## src/rtl/nn_mem_pkg.sv

```systemverilog
// Shared memory-system widths, types and fetch FSM encoding for the
// weight/input fetch path.
package nn_mem_pkg;

    localparam int unsigned W_ADDR_LEN = 20;
    localparam int unsigned X_ADDR_LEN = 10;
    localparam int unsigned W_SEL_LEN  = 2;
    localparam int unsigned X_SEL_LEN  = 2;
    localparam int unsigned PACK       = 8;
    localparam int unsigned NEURON_LEN = 10;
    localparam int unsigned BEAT_LEN   = X_ADDR_LEN - 3;
    localparam int unsigned K_LEN      = $clog2(PACK) + 1;

    typedef logic [W_ADDR_LEN-1:0] w_addr_t;
    typedef logic [X_ADDR_LEN-1:0] x_addr_t;
    typedef logic [W_SEL_LEN-1:0]  w_sel_t;
    typedef logic [X_SEL_LEN-1:0]  x_sel_t;
    typedef logic [NEURON_LEN-1:0] neuron_t;
    typedef logic [BEAT_LEN-1:0]   beat_t;
    typedef logic [PACK-1:0]       pack_t;
    typedef logic [K_LEN-1:0]      k_t;

    typedef enum logic [1:0] {
        ST_IDLE = 2'd0,
        ST_READ = 2'd1,
        ST_HOLD = 2'd2,
        ST_DONE = 2'd3
    } fetch_state_e;

    typedef struct packed {
        w_sel_t  w_bank;
        x_sel_t  x_bank;
        neuron_t n_neurons;
        beat_t   x_beats;
    } fetch_cmd_t;

    // A layer with no neurons or no beats finishes without touching memory.
    function automatic logic cmd_empty(input fetch_cmd_t c);
        return (c.n_neurons == '0) || (c.x_beats == '0);
    endfunction

endpackage

```

## src/rtl/wx_fetch_ctrl_if.sv

```systemverilog
// Command, memory-read and beat-output signals of the weight/input fetch
// controller; master is the controller, slave is its environment.
interface wx_fetch_ctrl_if;
    import nn_mem_pkg::*;

    logic    start;
    w_sel_t  w_bank;
    x_sel_t  x_bank;
    neuron_t n_neurons;
    beat_t   x_beats;

    logic    w_rq;
    w_addr_t w_addr;
    w_sel_t  w_sel;
    logic    w_data;

    logic    x_rq;
    x_addr_t x_addr;
    x_sel_t  x_sel;
    logic    x_data;

    logic    out_valid;
    logic    out_ready;
    pack_t   out_w;
    pack_t   out_x;
    logic    out_last;

    logic    busy;
    logic    done;

    modport master (
        input  start, w_bank, x_bank, n_neurons, x_beats,
        input  w_data, x_data, out_ready,
        output w_rq, w_addr, w_sel, x_rq, x_addr, x_sel,
        output out_valid, out_w, out_x, out_last, busy, done
    );

    modport slave (
        output start, w_bank, x_bank, n_neurons, x_beats,
        output w_data, x_data, out_ready,
        input  w_rq, w_addr, w_sel, x_rq, x_addr, x_sel,
        input  out_valid, out_w, out_x, out_last, busy, done
    );

endinterface

```

## src/rtl/wx_fetch_ctrl_bit_packer.sv

```systemverilog
// PACK-bit serial-to-parallel register: bits shift in from the top so the
// first captured bit ends up in bit 0 after PACK captures.
module bit_packer
    import nn_mem_pkg::*;
(
    input  logic  clk,
    input  logic  rst,
    input  logic  clr,
    input  logic  en,
    input  logic  d,
    output pack_t q
);

    always_ff @(posedge clk) begin
        if (rst || clr) begin
            q <= '0;
        end else if (en) begin
            q <= {d, q[PACK-1:1]};
        end
    end

endmodule

```

## src/rtl/wx_fetch_ctrl.sv

```systemverilog
// Layer fetch controller: streams one bit per cycle from weight and input
// memories and presents them as PACK-bit beats with a valid/ready handshake.
module wx_fetch_ctrl
    import nn_mem_pkg::*;
(
    input  logic             clk,
    input  logic             rst,
    wx_fetch_ctrl_if.master  bus
);

    localparam k_t K_FULL = k_t'(PACK);
    localparam k_t K_LAST = k_t'(PACK - 1);

    fetch_state_e state;
    fetch_cmd_t   cmd;
    fetch_cmd_t   new_cmd;
    k_t           k;
    neuron_t      neuron_idx;
    beat_t        beat_idx;
    logic         rq_d;

    logic         w_rq;
    logic         x_rq;
    w_addr_t      w_addr;
    x_addr_t      x_addr;
    logic         out_valid;
    logic         out_last;
    logic         busy;
    logic         done;

    logic         pack_clr;
    logic         pack_en;

    assign new_cmd = '{w_bank:    bus.w_bank,
                       x_bank:    bus.x_bank,
                       n_neurons: bus.n_neurons,
                       x_beats:   bus.x_beats};

    // Packers restart on every accepted start and every beat handshake.
    assign pack_clr = ((state == ST_IDLE) && bus.start) ||
                      ((state == ST_HOLD) && bus.out_ready);
    // rq_d marks the cycle a requested bit is on the data lines; reset clears
    // it so a bit returning just after reset is dropped.
    assign pack_en  = (state == ST_READ) && rq_d;

    bit_packer u_pack_w (
        .clk (clk),
        .rst (rst),
        .clr (pack_clr),
        .en  (pack_en),
        .d   (bus.w_data),
        .q   (bus.out_w)
    );

    bit_packer u_pack_x (
        .clk (clk),
        .rst (rst),
        .clr (pack_clr),
        .en  (pack_en),
        .d   (bus.x_data),
        .q   (bus.out_x)
    );

    always_ff @(posedge clk) begin
        if (rst) begin
            state      <= ST_IDLE;
            cmd        <= '0;
            k          <= '0;
            neuron_idx <= '0;
            beat_idx   <= '0;
            rq_d       <= 1'b0;
            w_rq       <= 1'b0;
            x_rq       <= 1'b0;
            w_addr     <= '0;
            x_addr     <= '0;
            out_valid  <= 1'b0;
            out_last   <= 1'b0;
            busy       <= 1'b0;
            done       <= 1'b0;
        end else begin
            rq_d <= w_rq;
            done <= 1'b0;
            case (state)
                ST_IDLE: begin
                    if (bus.start) begin
                        cmd  <= new_cmd;
                        busy <= 1'b1;
                        if (cmd_empty(new_cmd)) begin
                            state <= ST_DONE;
                            done  <= 1'b1;
                        end else begin
                            state      <= ST_READ;
                            k          <= '0;
                            neuron_idx <= '0;
                            beat_idx   <= '0;
                            w_addr     <= '0;
                            x_addr     <= '0;
                            w_rq       <= 1'b1;
                            x_rq       <= 1'b1;
                        end
                    end
                end
                ST_READ: begin
                    if (k == K_FULL) begin
                        state     <= ST_HOLD;
                        out_valid <= 1'b1;
                        out_last  <= (beat_idx == cmd.x_beats - beat_t'(1));
                    end else begin
                        k      <= k + k_t'(1);
                        w_addr <= w_addr + w_addr_t'(1);
                        x_addr <= x_addr + x_addr_t'(1);
                        if (k == K_LAST) begin
                            w_rq <= 1'b0;
                            x_rq <= 1'b0;
                        end
                    end
                end
                ST_HOLD: begin
                    if (bus.out_ready) begin
                        out_valid <= 1'b0;
                        out_last  <= 1'b0;
                        k         <= '0;
                        if (out_last) begin
                            // Input vector restarts per neuron; weights run on.
                            x_addr   <= '0;
                            beat_idx <= '0;
                            if (neuron_idx == cmd.n_neurons - neuron_t'(1)) begin
                                state <= ST_DONE;
                                done  <= 1'b1;
                            end else begin
                                neuron_idx <= neuron_idx + neuron_t'(1);
                                state      <= ST_READ;
                                w_rq       <= 1'b1;
                                x_rq       <= 1'b1;
                            end
                        end else begin
                            beat_idx <= beat_idx + beat_t'(1);
                            state    <= ST_READ;
                            w_rq     <= 1'b1;
                            x_rq     <= 1'b1;
                        end
                    end
                end
                ST_DONE: begin
                    state <= ST_IDLE;
                    busy  <= 1'b0;
                end
                default: begin
                    state <= ST_IDLE;
                end
            endcase
        end
    end

    assign bus.w_rq      = w_rq;
    assign bus.x_rq      = x_rq;
    assign bus.w_addr    = w_addr;
    assign bus.x_addr    = x_addr;
    assign bus.w_sel     = cmd.w_bank;
    assign bus.x_sel     = cmd.x_bank;
    assign bus.out_valid = out_valid;
    assign bus.out_last  = out_last;
    assign bus.busy      = busy;
    assign bus.done      = done;

endmodule

```

## src/flat_wrapper.sv

```systemverilog
// flat-port wrapper written by rule: the top's interface ports become plain ports
module wx_fetch_ctrl_flat import nn_mem_pkg::*;
  (clk, rst, bus_start, bus_w_bank, bus_x_bank, bus_n_neurons, bus_x_beats, bus_w_data, bus_x_data, bus_out_ready, bus_w_rq, bus_w_addr, bus_w_sel, bus_x_rq, bus_x_addr, bus_x_sel, bus_out_valid, bus_out_w, bus_out_x, bus_out_last, bus_busy, bus_done);
  wx_fetch_ctrl_if bus_i ();
  input  logic clk;
  input  logic rst;
  input wire logic [$bits(bus_i.start)-1:0] bus_start;
  input wire logic [$bits(bus_i.w_bank)-1:0] bus_w_bank;
  input wire logic [$bits(bus_i.x_bank)-1:0] bus_x_bank;
  input wire logic [$bits(bus_i.n_neurons)-1:0] bus_n_neurons;
  input wire logic [$bits(bus_i.x_beats)-1:0] bus_x_beats;
  input wire logic [$bits(bus_i.w_data)-1:0] bus_w_data;
  input wire logic [$bits(bus_i.x_data)-1:0] bus_x_data;
  input wire logic [$bits(bus_i.out_ready)-1:0] bus_out_ready;
  output wire logic [$bits(bus_i.w_rq)-1:0] bus_w_rq;
  output wire logic [$bits(bus_i.w_addr)-1:0] bus_w_addr;
  output wire logic [$bits(bus_i.w_sel)-1:0] bus_w_sel;
  output wire logic [$bits(bus_i.x_rq)-1:0] bus_x_rq;
  output wire logic [$bits(bus_i.x_addr)-1:0] bus_x_addr;
  output wire logic [$bits(bus_i.x_sel)-1:0] bus_x_sel;
  output wire logic [$bits(bus_i.out_valid)-1:0] bus_out_valid;
  output wire logic [$bits(bus_i.out_w)-1:0] bus_out_w;
  output wire logic [$bits(bus_i.out_x)-1:0] bus_out_x;
  output wire logic [$bits(bus_i.out_last)-1:0] bus_out_last;
  output wire logic [$bits(bus_i.busy)-1:0] bus_busy;
  output wire logic [$bits(bus_i.done)-1:0] bus_done;
  assign bus_i.start = bus_start;
  assign bus_i.w_bank = bus_w_bank;
  assign bus_i.x_bank = bus_x_bank;
  assign bus_i.n_neurons = bus_n_neurons;
  assign bus_i.x_beats = bus_x_beats;
  assign bus_i.w_data = bus_w_data;
  assign bus_i.x_data = bus_x_data;
  assign bus_i.out_ready = bus_out_ready;
  assign bus_w_rq = bus_i.w_rq;
  assign bus_w_addr = bus_i.w_addr;
  assign bus_w_sel = bus_i.w_sel;
  assign bus_x_rq = bus_i.x_rq;
  assign bus_x_addr = bus_i.x_addr;
  assign bus_x_sel = bus_i.x_sel;
  assign bus_out_valid = bus_i.out_valid;
  assign bus_out_w = bus_i.out_w;
  assign bus_out_x = bus_i.out_x;
  assign bus_out_last = bus_i.out_last;
  assign bus_busy = bus_i.busy;
  assign bus_done = bus_i.done;
  wx_fetch_ctrl u_core (.clk(clk), .rst(rst), .bus(bus_i));
endmodule
```

## config.mk

```make
export PLATFORM = sky130hd
export DESIGN_NAME = wx_fetch_ctrl_flat
export DESIGN_NICKNAME = d
export VERILOG_FILES = /design/src/rtl/nn_mem_pkg.sv /design/src/rtl/wx_fetch_ctrl_if.sv /design/src/rtl/wx_fetch_ctrl_bit_packer.sv /design/src/rtl/wx_fetch_ctrl.sv /design/src/flat_wrapper.sv
export SDC_FILE = /design/constraint.sdc
export NUM_CORES = 1
export LEC_CHECK = 0
export ABC_AREA = 0
export BUFFER_PORTS_ARGS = -buffer_cell sky130_fd_sc_hd__buf_2
export CAP_MARGIN = 25
export CORE_AREA = 2 2 92 94
export DETAILED_ROUTE_END_ITERATION = 10
export DIE_AREA = 0 0 94 96
export HOLD_SLACK_MARGIN = 0.08
export PLACE_DENSITY = 0.91
export REMOVE_ABC_BUFFERS = 1
export SETUP_SLACK_MARGIN = 0.5
export SYNTH_ARGS = -nofsm -noshare
export SYNTH_HDL_FRONTEND = slang
export SYNTH_SLANG_ARGS = --single-unit
```

## constraint.sdc

```tcl
create_clock -name clk -period 6.2 [get_ports clk]
set_clock_uncertainty 0.2 [all_clocks]
set_input_delay 1.55 -clock clk [delete_from_list [all_inputs] [get_ports clk]]
set_output_delay 1.55 -clock clk [all_outputs]
set_load 0.03 [all_outputs]
```

* Yosys cells after proc, flatten, opt, wreduce, memory -nomap -nowiden
Cells that the tools add are included.
** Operators by class
- Mux-type cells :: 52
- Equality and inequality tests :: 16
- Add/subtract/negate cells :: 7
- Reduce and logical (&&, ||, !) cells :: 24
** Operator list (number)
- two-way mux 10 bit :: 8
- two-way mux 20 bit :: 3
- one-hot mux 20 bit (2 select lines) :: 1
- one-hot mux 10 bit (3 select lines) :: 1
- two-way mux 7 bit :: 4
- adder 10 x 1 -> 10 bit (second input constant) :: 2
- adder 20 x 1 -> 20 bit (second input constant) :: 1
- one-hot mux 10 bit (2 select lines) :: 1
- two-way mux 1 bit :: 16
- two-way mux 4 bit :: 4
- inequality test 2 bit (second input constant) :: 7
- one-hot mux 7 bit (2 select lines) :: 1
- two-way mux 2 bit :: 6
- one-hot mux 4 bit (3 select lines) :: 1
- AND reduction 6 bit :: 2
- == test 10 bit :: 1
- logical NOT 10 bit :: 1
- subtractor 10 x 1 -> 10 bit (second input constant) :: 1
- one-hot mux 1 bit (2 select lines) :: 4
- one-hot mux 2 bit (4 select lines) :: 1
- AND reduction 4 bit :: 2
- nonzero test 2 bit :: 4
- adder 7 x 1 -> 7 bit (second input constant) :: 1
- == test 7 bit :: 1
- other kinds (18) :: 25
** Storage, ports and cells
- Word-level logic and storage cells :: 117
- Output and inout bits :: 56
- Bits of input ports :: 27
- Register bits after elaboration :: 96

* Longest topological paths before layout
- Depth after elaboration :: 6
- Gate-level depth with buffers :: 11
- Mapped depth without buffers :: 9

* By module
A second synthesis with hierarchy kept.
** Unflattened totals
- Cell total of the unflattened synthesis :: 560
- Area, all modules :: 4700.8 µm²
** Modules (own cells, without submodules)
- wx_fetch_ctrl :: seq. area each 1601.5 µm², instances 1, area each 4110.2 µm², cells an instance 506
- bit_packer :: seq. area each 160.2 µm², instances 2, area each 295.3 µm², cells an instance 27

* Worst setup path after synthesis
OpenSTA, ideal clock, no wires.
- Path kind :: input to register
- Start point :: in bus_n_neurons[3]
- End point :: reg u_core.neuron_idx[8]
- Path slack :: 2.837 ns
- Data arrival time :: 3.047 ns
- Setup time :: 0.116 ns
- Stages :: 8
- Path buffers :: 2
- Data required time :: 5.884 ns
- Cells stage by stage :: nor4_1 -> nand4_1 -> and3_1 -> clkbuf_1 -> o21ai_0 -> a21oi_2 -> buf_2 -> a31o_2
** Between the ends
- Word-level cells in the longest chain between the ends :: 4
** Ends and longest elaborated chain
- start, declared :: line flat_wrapper.sv:10 : input wire logic [$bits(bus_i.n_neurons)-1:0] bus_n_neurons;
- logical NOT 10 bit :: line nn_mem_pkg.sv:39 : return (c.n_neurons == '0) || (c.x_beats == '0);
- logical OR 1 bit :: line nn_mem_pkg.sv:39
- inequality test 2 bit (no source line)
- AND reduction 6 bit (no source line)
- end signal, assigned :: line wx_fetch_ctrl.sv:131 : neuron_idx <= neuron_idx + neuron_t'(1);
- end, declared :: line wx_fetch_ctrl.sv:18 : neuron_t neuron_idx;
No other way between the ends.
A chain may end at the register's enable or synchronous reset.

* Final worst setup path
- Start point :: in bus_n_neurons[3]
- End point :: reg u_core.x_addr[7] (netlist: u_core.bus.x_addr[7])
** Between the ends
- Word-level cells in the longest chain between the ends :: 4
** Ends and longest elaborated chain
- logical NOT 10 bit :: line nn_mem_pkg.sv:39
- logical OR 1 bit :: line nn_mem_pkg.sv:39
- inequality test 2 bit (no source line)
- AND reduction 6 bit (no source line)
- end signal, assigned :: line wx_fetch_ctrl.sv:111 : x_addr <= x_addr + x_addr_t'(1);
- end, declared :: line wx_fetch_ctrl.sv:25 : x_addr_t x_addr;
No other way between the ends.

==> results.md <==
- 13.6 um — average routed wire per standard cell
- built — clock tree from TritonCTS
- 0.00805 mm2 — area of the core
- 0 — Synth warnings
- sky130_fd_sc_hd__nand2_1 (108), sky130_fd_sc_hd__dfxtp_1 (96), sky130_fd_sc_hd__nor2_1 (61) — top post-synthesis cells by count
- 82 — Port Buffer Count
- 5 — drt pass-1 iters
- 220 mW/mm2 — power per standard cell area
- 0 — number of remaining DRC errors
- 0.00902 mm2 — area of the die
- 41.0% — sequential cell area fraction in the yosys report
- 55.6% — post-route clock period utilization
- 28.0% — switching portion of total power
- 96 — number of storage elements in the synthesis netlist
- sky130_fd_sc_hd__nand2_1 — leading cell type by number of instances after synthesis
- 33 — count of standard-cell rows
- 2 — maximum number of buffers from clock root to sink
- 44 — pin count of the biggest net entering global routing
- reg -> reg — worst min-delay path class
- register — category of the worst setup path capture point
- 60 — Netlist cell types
- 0 ps — Final TNS setup
- 42.2% — Max-Slew Margin vs Limit
- 17,000 um — first-pass GRT wire length
- sky130_fd_sc_hd__clkbuf_8 — cell at the root of the clock tree
- 56.0% — part of the total power dissipated in sequential elements
- 678 — number of fill cells
- 0% — Synth async-reset ratio
- 0.00468 mm2 — Post-Synthesis Cell Area
- 32.4% — share of power burned in the clock network
- 7.98 um2 — Post-Synthesis Mean Instance Area
- 58.2% — starting utilization of the core area
- 5.65 — Vias per Instance
- 7670 um — half-perimeter wire length after detailed placement
- 587 — cells after synthesis
- 380 ps — source-to-sink clock delay at the later pin of the worst-skew pair
- 2750 ps — post-route setup slack
- 23.4% — aggregate global-route resource usage
- sky130_fd_sc_hd__dfxtp_1 (41%), sky130_fd_sc_hd__nand2_1 (8.7%), sky130_fd_sc_hd__a21oi_1 (6.1%), sky130_fd_sc_hd__nor2_1 (4.9%), sky130_fd_sc_hd__xor2_1 (4.7%) — top cells by area, synth
- 0.290 GHz — Max Clk Rate
- 94 um — die extent in x
- 0.00254 mm2 — combined area of the multi-input logic cells
- 3450 ps — time the final worst path needs with I/O delays and setup
- 10,300 um — wirelength, routed
- 6300 ps — required time at the worst-slack endpoint
- 858 ps — transition time at the pin with the least slew margin
- 11.9% — Synth-to-Final Area Change
- 0.815 — Final GP Congestion
- 0 — maxcap violations
- 65.1% — Post-Route Utilization
- 83 — number of top-level pins
- 96 um — Die Height
- sky130_fd_sc_hd__dfxtp_1 — top flip-flop cell by instance count after synthesis
- 11.6% — combinational power share
- 96 — CTS sink cnt
- 0 — number of buffers added to fix hold violations after cts
- 0.00192 mm2 — Register Area
- 0 — count of final max-slew check failures
- 0 — initial antenna violation count
- 0 — grt ovf
- 0 — total setup violations reported at the end of the flow
- 0 — Post-synth EDFFs
- 0 — final number of hold-violating endpoints
- 3540 ps — Worst EP arrival
- 3,934 — number of global-route vias before repair
- 9 — number of clock buffers inserted by TritonCTS
- 4,295 — vias after detailed routing
- sky130_fd_sc_hd__dfxtp_1 — Synth area leader
- 0.830 mW — total internal power
- 2400 ps — Worst Setup Slack post-DPL
- input port — Worst setup SP type
- 0.323 mW — Net Switching
- 0.107 mV — Max IR drop VDD
- 3 — CTS HTree Levels
- 0 — post-cts gate resize count
- 2.07 nW — static leakage power
- 685 — final layout net count
- 0 — Antenna Cells
- 15 — Max FO, Critical Path
- 314 — violation count after the first detailed-routing iteration
- completed — result of the run
- 0 — ANT nets after route
- 17.6% — fraction of layout instances using a drive strength above 1
- 41.0% — area share of the largest cell type after synthesis
- 0 — Post-CTS Setup Inserts
- no — RSZ-0062 raised after global routing
- 1.15 mW — post-layout power
- 90 ps — clock-pin transition on the worst setup and hold timing paths
- in -> reg — critical path class
-- state kept, by name, indices dropped and copies added (netlist names), 2 cells and up --
register and count:
u_core.beat_idx 7, u_core.bus.w_addr 20, u_core.bus.w_sel 2, u_core.bus.x_addr 10
u_core.bus.x_sel 2, u_core.cmd 17, u_core.k 4, u_core.neuron_idx 10
u_core.state 2, u_core.u_pack_w.q 8, u_core.u_pack_x.q 8
-- metrics by stage --
stage,hold WS (ps),area [um2],cells
floorplan,239,4530,557
global placement,239,5070,744
detailed placement,246,5070,744
CTS,258,5240,760
global route,280,5240,760
finish,257,5240,760
-- kinds of logic after synthesis --
group | share of synthesized area, %
flip-flops | 41.0
XOR/XNOR | 9.16
AND/OR/NAND/NOR | 28.8
buffers and inverters | 4.81
adder cells (fa/ha/maj) | 2.14
AO/OA/AOI/OAI | 13.0
multiplexers | 1.07
-- path summary, 6_finish.rpt --
kind	from	to	slack, ps	cells past startpoint
hold reg to reg	u_core.bus.w_sel[0]$_SDFFE_PP0P_	u_core.bus.w_sel[0]$_SDFFE_PP0P_	260	2
hold / removal	u_core.bus.w_sel[0]$_SDFFE_PP0P_	u_core.bus.w_sel[0]$_SDFFE_PP0P_	260	2
setup reg to reg	u_core.k[0]$_SDFFE_PP0P_	u_core.bus.w_addr[18]$_SDFFE_PP0P_	3220	9
setup / recovery	bus_n_neurons[3]	u_core.bus.x_addr[7]$_SDFFE_PP0P_	2750	7
-- power groups by stage --
stage          logic [mW]  clock network [mW]  registers [mW]
2_1_floorplan      0.0855                   0           0.665
3_3_place_gp        0.128                   0           0.659
3_5_place_dp        0.133                   0           0.660
4_1_cts             0.133               0.380           0.646
5_1_grt             0.149               0.405           0.648
6_report            0.133               0.374           0.646
-- critical path, cell delays in order --
cell and delay [ps]:
sky130_fd_sc_hd__buf_2 100, sky130_fd_sc_hd__nor4_1 400, sky130_fd_sc_hd__nand4_1 250, sky130_fd_sc_hd__and3_1 360, sky130_fd_sc_hd__o21ai_0 230, sky130_fd_sc_hd__nand2b_1 420
sky130_fd_sc_hd__a21oi_1 230
-- cells in the final DEF (no fill, tap or decap), types with 2 or more instances in the layout --
cell / Yosys / layout
sky130_fd_sc_hd__xor2_1: 25 / 25
sky130_fd_sc_hd__clkbuf_8: 0 / 9
sky130_fd_sc_hd__and3_1: 10 / 10
sky130_fd_sc_hd__xnor2_1: 24 / 24
sky130_fd_sc_hd__o21a_1: 2 / 2
sky130_fd_sc_hd__a31o_2: 3 / 3
sky130_fd_sc_hd__and4b_1: 2 / 2
sky130_fd_sc_hd__nor4_1: 7 / 7
sky130_fd_sc_hd__or3_1: 6 / 6
sky130_fd_sc_hd__a31oi_1: 2 / 2
sky130_fd_sc_hd__and4_1: 2 / 2
sky130_fd_sc_hd__inv_1: 19 / 19
sky130_fd_sc_hd__nand3_1: 32 / 32
sky130_fd_sc_hd__or2_2: 3 / 3
sky130_fd_sc_hd__and2_1: 4 / 4
sky130_fd_sc_hd__buf_2: 2 / 82
sky130_fd_sc_hd__nand3b_1: 5 / 5
sky130_fd_sc_hd__nand2b_1: 5 / 5
sky130_fd_sc_hd__clkinv_2: 0 / 3
sky130_fd_sc_hd__a21oi_1: 57 / 57
sky130_fd_sc_hd__nor2_1: 61 / 61
sky130_fd_sc_hd__nor2b_1: 3 / 3
sky130_fd_sc_hd__a211oi_1: 2 / 2
sky130_fd_sc_hd__o21ai_0: 14 / 14
sky130_fd_sc_hd__or4_4: 2 / 2
sky130_fd_sc_hd__ha_1: 8 / 8
sky130_fd_sc_hd__nor3_1: 8 / 8
sky130_fd_sc_hd__dfxtp_1: 96 / 96
sky130_fd_sc_hd__a21o_1: 6 / 6
sky130_fd_sc_hd__nand2_1: 108 / 108
sky130_fd_sc_hd__nand4_1: 11 / 11
sky130_fd_sc_hd__mux2i_1: 5 / 5
-- layer usage --
| metal | wire, um | global-route usage, % | vias up |
|---|---|---|---|
| met5 | 0 | 0 | - |
| met3 | 451 | 3.68 | 29 |
| met4 | 327 | 12.3 | 0 |
| met1 | 4400 | 26.9 | 2022 |
| li1 | - | - | 2123 |
| met2 | 5150 | 42.1 | 121 |
-- area by class of cell --
class / count / share of cell area [%]
multi-input combinational: 442 / 48.4
inverter: 19 / 1.36
sequential: 96 / 36.7
clock buffer: 10 / 2.43
timing repair buffer: 82 / 7.83
tap: 105 / 2.51
clock inverter: 6 / 0.835
Note: power is estimated with default switching activity, not from simulation.
